$ cat config.mk
export PLATFORM = sky130hd
export DESIGN_NAME = gcm_aes_feeder
export DESIGN_NICKNAME = d
export VERILOG_FILES = /design/src/rtl/gcm_pkg.sv /design/src/rtl/gcm_tail_mask.sv /design/src/rtl/gcm_aes_feeder.sv
export SDC_FILE = /design/constraint.sdc
export NUM_CORES = 2
export LEC_CHECK = 0
export CORE_AREA = 2 2 428 430
export CTS_BUF_LIST = sky130_fd_sc_hd__clkbuf_16
export DETAILED_ROUTE_END_ITERATION = 12
export DIE_AREA = 0 0 430 432
export SKIP_LAST_GASP = 1
export SLEW_MARGIN = 20
export SYNTH_ARGS = -nofsm -noshare
export SYNTH_HDL_FRONTEND = slang
export SYNTH_HIERARCHICAL = 1
export SYNTH_SLANG_ARGS = --single-unit
export TNS_END_PERCENT = 1
$ cat constraint.sdc
create_clock -name clk -period 34.6 [get_ports clk]
set_input_delay 5.19 -clock clk [delete_from_list [all_inputs] [get_ports clk]]
set_output_delay 5.19 -clock clk [all_outputs]
set_load 0.005 [all_outputs]
$ cat src/rtl/gcm_pkg.sv
// Shared types and constants for the GCM-AES input path.
// Block and IV types are MSB-first: index 0 is the first bit on the wire.
package gcm_pkg;

  localparam int GCM_BLK_W    = 128;
  localparam int GCM_BLK_LOG2 = 7;

  typedef logic [0:GCM_BLK_W-1] blk_t;
  typedef logic [0:95]          iv_t;
  typedef logic [0:63]          len_t;

  typedef enum logic [1:0] {
    ST_IDLE = 2'd0,
    ST_AAD  = 2'd1,
    ST_PT   = 2'd2
  } feeder_state_e;

  // Number of 128-bit blocks covering a bit length; computed in 65 bits so the +127 cannot wrap.
  function automatic logic [57:0] blk_count(input logic [63:0] bits);
    logic [64:0] w_sum;
    w_sum = {1'b0, bits} + 65'd127;
    return w_sum[64:GCM_BLK_LOG2];
  endfunction

endpackage

$ cat src/rtl/gcm_tail_mask.sv
// Zeroes the bits of a final partial block past the valid length; combinational, zero latency.
// A length remainder of 0 means the block is full and passes through untouched.
module gcm_tail_mask
  import gcm_pkg::*;
(
  input  blk_t                    i_blk,
  input  logic [GCM_BLK_LOG2-1:0] i_len,
  output blk_t                    o_blk
);

  blk_t w_keep;

  always_comb begin
    w_keep = '1;
    if (i_len != '0) begin
      w_keep = ~({GCM_BLK_W{1'b1}} >> i_len);
    end
  end

  assign o_blk = i_blk & w_keep;

endmodule

$ cat src/rtl/gcm_aes_feeder.sv
// Sequences header + AAD/PT blocks into the pipeline, 1-cycle registered latency; input stalls become bubbles.
// Final partial blocks are masked only when GCM_FEEDER_PARTIAL_MASK_EN is defined.
module gcm_aes_feeder
  import gcm_pkg::*;
#(
  parameter int BLK_W = 128,
  parameter int LEN_W = 64
) (
  input  logic             clk,
  input  logic             rst,
  input  logic             i_hdr_valid,
  output logic             o_hdr_ready,
  input  logic [BLK_W-1:0] i_hdr_key,
  input  iv_t              i_hdr_iv,
  input  logic [LEN_W-1:0] i_hdr_aad_bits,
  input  logic [LEN_W-1:0] i_hdr_pt_bits,
  input  logic             i_data_valid,
  output logic             o_data_ready,
  input  blk_t             i_data,
  output logic             o_blk_valid,
  output logic             o_new_instance,
  output logic             o_pt_instance,
  output logic [BLK_W-1:0] o_cipher_key,
  output iv_t              o_iv,
  output blk_t             o_aad,
  output blk_t             o_plain_text,
  output logic [LEN_W-1:0] o_aad_size,
  output logic [LEN_W-1:0] o_plain_text_size,
  output logic             o_busy
);

  feeder_state_e r_state;
  logic [57:0]   r_aad_left;
  logic [57:0]   r_pt_left;

  logic [57:0]   w_aad_n;
  logic [57:0]   w_pt_n;
  logic          w_hdr_acc;
  logic          w_data_acc;
  logic          w_last;
  blk_t          w_blk;

  assign w_aad_n = blk_count(i_hdr_aad_bits);
  assign w_pt_n  = blk_count(i_hdr_pt_bits);

  // Held low during reset so no header is taken while the datapath is clearing.
  assign o_hdr_ready  = ~rst & (r_state == ST_IDLE);
  assign o_data_ready = ((r_state == ST_AAD) && (r_aad_left != '0)) ||
                        ((r_state == ST_PT)  && (r_pt_left  != '0));

  assign w_hdr_acc  = i_hdr_valid  & o_hdr_ready;
  assign w_data_acc = i_data_valid & o_data_ready;
  assign w_last     = (r_state == ST_AAD) ? (r_aad_left == 58'd1) : (r_pt_left == 58'd1);

`ifdef GCM_FEEDER_PARTIAL_MASK_EN
  logic [GCM_BLK_LOG2-1:0] w_rem;

  assign w_rem = !w_last               ? '0 :
                 (r_state == ST_AAD)   ? o_aad_size[GCM_BLK_LOG2-1:0] :
                                         o_plain_text_size[GCM_BLK_LOG2-1:0];

  gcm_tail_mask u_tail_mask (
    .i_blk (i_data),
    .i_len (w_rem),
    .o_blk (w_blk)
  );
`else
  assign w_blk = i_data;
`endif

  always_ff @(posedge clk or posedge rst) begin
    if (rst) begin
      r_state           <= ST_IDLE;
      r_aad_left        <= '0;
      r_pt_left         <= '0;
      o_blk_valid       <= 1'b0;
      o_new_instance    <= 1'b0;
      o_pt_instance     <= 1'b0;
      o_cipher_key      <= '0;
      o_iv              <= '0;
      o_aad             <= '0;
      o_plain_text      <= '0;
      o_aad_size        <= '0;
      o_plain_text_size <= '0;
      o_busy            <= 1'b0;
    end else begin
      o_blk_valid    <= w_hdr_acc | w_data_acc;
      o_new_instance <= w_hdr_acc;
      o_pt_instance  <= w_data_acc & (r_state == ST_PT);
      o_aad          <= (w_data_acc && (r_state == ST_AAD)) ? w_blk : '0;
      o_plain_text   <= (w_data_acc && (r_state == ST_PT))  ? w_blk : '0;
      // Any non-idle state still owes an output block next cycle, including the final one.
      o_busy         <= (r_state != ST_IDLE) | w_hdr_acc;

      case (r_state)
        ST_IDLE: begin
          if (w_hdr_acc) begin
            o_cipher_key      <= i_hdr_key;
            o_iv              <= i_hdr_iv;
            o_aad_size        <= i_hdr_aad_bits;
            o_plain_text_size <= i_hdr_pt_bits;
            r_aad_left        <= w_aad_n;
            r_pt_left         <= w_pt_n;
            r_state           <= (w_aad_n != '0) ? ST_AAD :
                                 ((w_pt_n != '0) ? ST_PT : ST_IDLE);
          end
        end
        ST_AAD: begin
          if (w_data_acc) begin
            r_aad_left <= r_aad_left - 58'd1;
            if (w_last) begin
              r_state <= (r_pt_left != '0) ? ST_PT : ST_IDLE;
            end
          end
        end
        ST_PT: begin
          if (w_data_acc) begin
            r_pt_left <= r_pt_left - 58'd1;
            if (w_last) begin
              r_state <= ST_IDLE;
            end
          end
        end
        default: r_state <= ST_IDLE;
      endcase
    end
  end

endmodule

# Yosys cells after proc, flatten, opt, wreduce, memory -nomap -nowiden
# Index checks and enable logic that the tools add are counted.
[op_classes]
addsub = 4
n_mux = 18
eq_ne = 9
n_bitwise = 7
reduce_logical = 17
[ops]
columns = ["operator", "n"]
rows = [
  ["2-to-1 mux 128 bit", 2],
  ["2-to-1 mux 58 bit", 4],
  ["one-hot mux 58 bit (2 select lines)", 2],
  ["nonzero test 58 bit", 4],
  ["adder 64 x 7 -> 65 bit (second input constant)", 2],
  ["== test 58 x 1 -> 1 bit (second input constant)", 2],
  ["subtractor 58 x 1 -> 58 bit (second input constant)", 2],
  ["2-to-1 mux 2 bit", 8],
  ["inequality test 2 bit (second input constant)", 5],
  ["one-hot mux 2 bit (3 select lines)", 1],
  ["AND reduction 3 bit", 2],
  ["nonzero test 2 bit", 3],
  ["AND reduction 5 bit", 1],
  ["AND 1 bit", 4],
  ["logical AND 1 bit", 4],
  ["== test 2 x 1 -> 1 bit (second input constant)", 1],
  ["== test 2 bit (second input constant)", 1],
  ["logical NOT 2 bit", 1],
  ["bitwise OR 1 bit", 2],
  ["AND reduction 2 bit", 1],
  ["logical OR 1 bit", 1],
  ["2-to-1 mux 1 bit", 1],
  ["NOT 1 bit", 1],
]
[word_totals]
in_bits = 484
output_inout_bits = 614
register_bits = 730

# Longest topological paths before layout
[depth]
word_depth = 6
depth_mapped = 12
ltp_nobuf = 11

# Worst setup path after synthesis
# Ideal clock, no wire load.
[synth_path]
kind = "input to output"
startpoint = "input rst"
endpoint = "output o_hdr_ready"
t_arrival_ns = 5.398
path_stages = 1
setup_slack_ns = 24.012
required_ns = 29.410
path_cell_list = "nor3_1"
[synth_between]
elab_chain_cells = 2
[synth_rtl]
columns = ["element", "line_no", "source"]
rows = [
  ["start, declared", "gcm_aes_feeder.sv:10", "input logic rst,"],
  ["NOT 1 bit", "gcm_aes_feeder.sv:47", "assign o_hdr_ready = ~rst & (r_state == ST_IDLE);"],
  ["AND 1 bit", "gcm_aes_feeder.sv:47", ""],
  ["end, declared", "gcm_aes_feeder.sv:12", "output logic o_hdr_ready,"],
]
# No other way between the ends.

# Worst setup path after layout
# Ends and elaborated chain as after synthesis.

==> flow_metrics.py <==
metrics = {
    "run_status": {
        "status": "finished, final reports clean",
    },
    "routing": {
        "vias": 29909,
        "drc": 0,
        "totalWireLength_microns": 154000,
        "ant_nets": 0,
        "wl_per_cell_microns": 21.9,
        "drtPass1Iterations": 8,
        "drtIter0Drc": 2243,
        "via_per_inst": 4.26,
    },
    "finish": {
        "finalCoreUtilization_pct": 26.9,
        "fin_area_sq_um": 48800,
        "syn_to_final_growth_pct": 51.5,
        "final_nets": 5035,
        "layout.cells.non_filler": 7018,
        "layout-drive-gt1-share_pct": 4.52,
    },
    "global_route": {
        "grt.overflow.total": 0,
        "grt_pass1_vias": 29469,
        "grtUsageMet1_pct": 19.2,
        "grt_pass1_wl_microns": 217000,
        "grt-busiest-layer": "met2",
        "antenna_found_initial": 11,
        "grt_usage_pct": 16.0,
        "gr-usage-met2_pct": 28.1,
        "grt_max_degree": 168,
        "met3_usage_pct": 3.70,
    },
    "worst_setup_path": {
        "rr_endpoint": "r_pt_left[13]",
        "critPathBufInv": 2,
        "cp_slowest_cell": "clkdlybuf4s50_1",
        "critPathTopFamily": "buffers and inverters",
        "ff2ff_path_depth": 12,
        "crit_path_max_incr_delay_ps": 630,
        "cp-end-kind": "primary output",
        "timing.rr.start": "r_pt_left[0]",
        "path_cells": "clkdlybuf4s50_1, nor3_1, clkdlybuf4s50_1",
        "cp-start-kind": "input port",
        "worstSetupPathType": "in -> out",
        "ff2ff_setup_slack_ps": 30040,
        "crit_arrival_ps": 6950,
        "cp_max_fo": 2,
        "cp.required_ps": 29410,
        "path_common_cell": "clkdlybuf4s50_1",
    },
    "cts": {
        "cts_setup_buffers": 0,
        "cts_inserted_buffers": 91,
        "cts_tree": "built",
        "cts_resized": 0,
        "path_clk_slew_ps": 50,
        "clock_latency_ps": 720,
        "clock_path_buffers": 3,
        "htreeDepth": 3,
        "cts_hold_buf": 0,
        "cts_root_buffer": "clkbuf_16",
        "clkSinkCount": 730,
    },
    "synthesis": {
        "yosysWarnings": 6,
        "ys_seq_elements": 730,
        "syn_area_sq_um": 32200,
        "syn_inst": 3531,
        "ys_async_sr_fraction_pct": 100,
        "synth.top_cell.area_share_pct": 56.7,
        "syn_nets": 4019,
        "synth_enable_flop_cells": 0,
        "syn_avg_cell_area_sq_um": 9.12,
        "synth_top_area_cell": "dfrtp_1",
        "synth_ff_type": "dfrtp_1",
        "ys_types": 79,
        "yosysSeqAreaShare_pct": 56.7,
        "ys_top_cells_by_area": "dfrtp_1 57%, nand2_1 14%, and2_1 5.2%",
    },
    "floorplanning": {
        "fp.dieW_microns": 430,
        "row_count": 157,
        "core_sq_um": 182000,
        "fp.dieH_microns": 432,
        "start_util_pct": 17.7,
        "io_pins": 1098,
        "dieArea_sq_um": 186000,
    },
    "sta": {
        "skew_ps": 34.4,
        "setup_viol": 0,
        "period_share_pct": 35.1,
        "report.final.slew_viol_count": 0,
        "fmax_mhz": 82.4,
        "finalSetupTns_ps": 0,
        "rsz0062_at_grt": "false",
        "worstMarginPinSlew_ps": 1060,
        "hold_violations": 0,
        "slew_headroom_pct": 28.5,
        "fin_crit_ps": 12140,
    },
    "place": {
        "place_congestion": 0.911,
        "dp_hpwl_microns": 117000,
        "post_dp_cell_area_sq_um": 45700,
        "placedCellCount": 6838,
        "io_buffer_count": 1097,
    },
    "run": {
        "drv_cap": 0,
    },
    "worst_hold_path": {
        "hold_path_class": "reg -> reg",
        "whs_path_depth": 2,
        "worstHoldStart": "o_cipher_key[72]",
        "whs_endpoint": "o_cipher_key[72]",
    },
    "power": {
        "p_leak_nw": 21.5,
        "ir_drop_uv": 37.6,
        "power_density_nw_per_um2": 45.0,
    },
}
through the flow:
stage	hold WS [ps]	total power, W	worst slack [ps]
floorplan	453	0.00105	8930
global placement	459	0.00122	22510
detailed placement	461	0.00122	22520
CTS	476	0.00223	22520
global route	489	0.00229	22460
finish	469	0.00220	22460
cells in the final DEF, fill, tap and decap left out, drive strengths merged, types with 9 or more instances in the layout:
master / n
nand2: 1204
clkdlybuf4s50: 1097
dfrtp: 730
and2: 271
o21ai: 154
nor2: 130
a21oi: 125
clkbuf: 92
nand3: 72
nor3: 72
nand4: 71
xnor2: 68
nor4: 56
inv: 53
xor2: 38
clkinv: 35
or3: 31
buf: 31
or4: 30
and3: 24
a22o: 21
o22ai: 20
a31oi: 17
and4: 14
o22a: 13
or2: 13
o32ai: 11
bufinv: 11
diode: 10
a22oi: 9
per-layer routing:
metal,vias up,wire length (microns)
li1,13783,-
met2,1053,79300
met1,14882,60900
met4,4,4040
met3,187,9680
met5,-,30
logic make-up after synthesis:
kind of cell / count (synthesis) / synth area share [%]
simple gates: 2028 / 29.2
flops: 730 / 56.7
compound gates: 425 / 8.00
buf+inv: 233 / 2.92
xor+xnor: 106 / 2.88
mux: 5 / 0.155
fa+ha+maj: 4 / 0.155
sequential cells by signal, summed over array words and instances (netlist names), 2 cells and up:
register,cells
o_aad,128
o_cipher_key,128
o_plain_text,128
o_iv,96
o_aad_size,64
o_plain_text_size,64
r_aad_left,58
r_pt_left,58
r_state,2
cells in the mapped netlist, drive strengths merged, types with 31 or more instances:
library cell	instances
nand3	72
nor3	72
a21oi	125
xnor2	68
or3	31
nand2	1204
nand4	71
nor4	56
nor2	130
clkbuf	181
dfrtp	730
and2	271
xor2	38
o21ai	154
where the power goes:
group	leakage (nW)	switching [W]	internal (W)
Combinational	10.1	0.000141	0.000138
Sequential	9.78	0.0000349	0.000896
Clock	1.54	0.000418	0.000569
cell type report:
type / instances / area, sq um
antenna: 10 / 25.0
tap: 2385 / 2980
multi-input combinational: 2568 / 13100
timing repair buffer: 1128 / 11300
clock buffer: 92 / 2300
clock inverter: 77 / 734
sequential: 730 / 18300
inverter: 28 / 120
fill: 19230 / 133000
worst max-delay path by stage:
stage               from          end  slack (ps)  cells after the start
finish               rst  o_hdr_ready       22460                      3
detailed placement   rst  o_hdr_ready       22520                      3
global route         rst  o_hdr_ready       22460                      3
floorplan            rst     o_aad[0]        8930                      1
CTS                  rst  o_hdr_ready       22520                      3
global placement     rst  o_hdr_ready       22510                      3
worst reg2reg max path: cells and delay by family, from the launching register on:
family	cells	cell delay [ps]
flip-flops	1	460
buffers and inverters	2	310
adder cells (fa/ha/maj)	1	200
AO/OA/AOI/OAI	3	960
AND/OR/NAND/NOR	6	2520
Note: power is estimated with default switching activity, not from simulation.
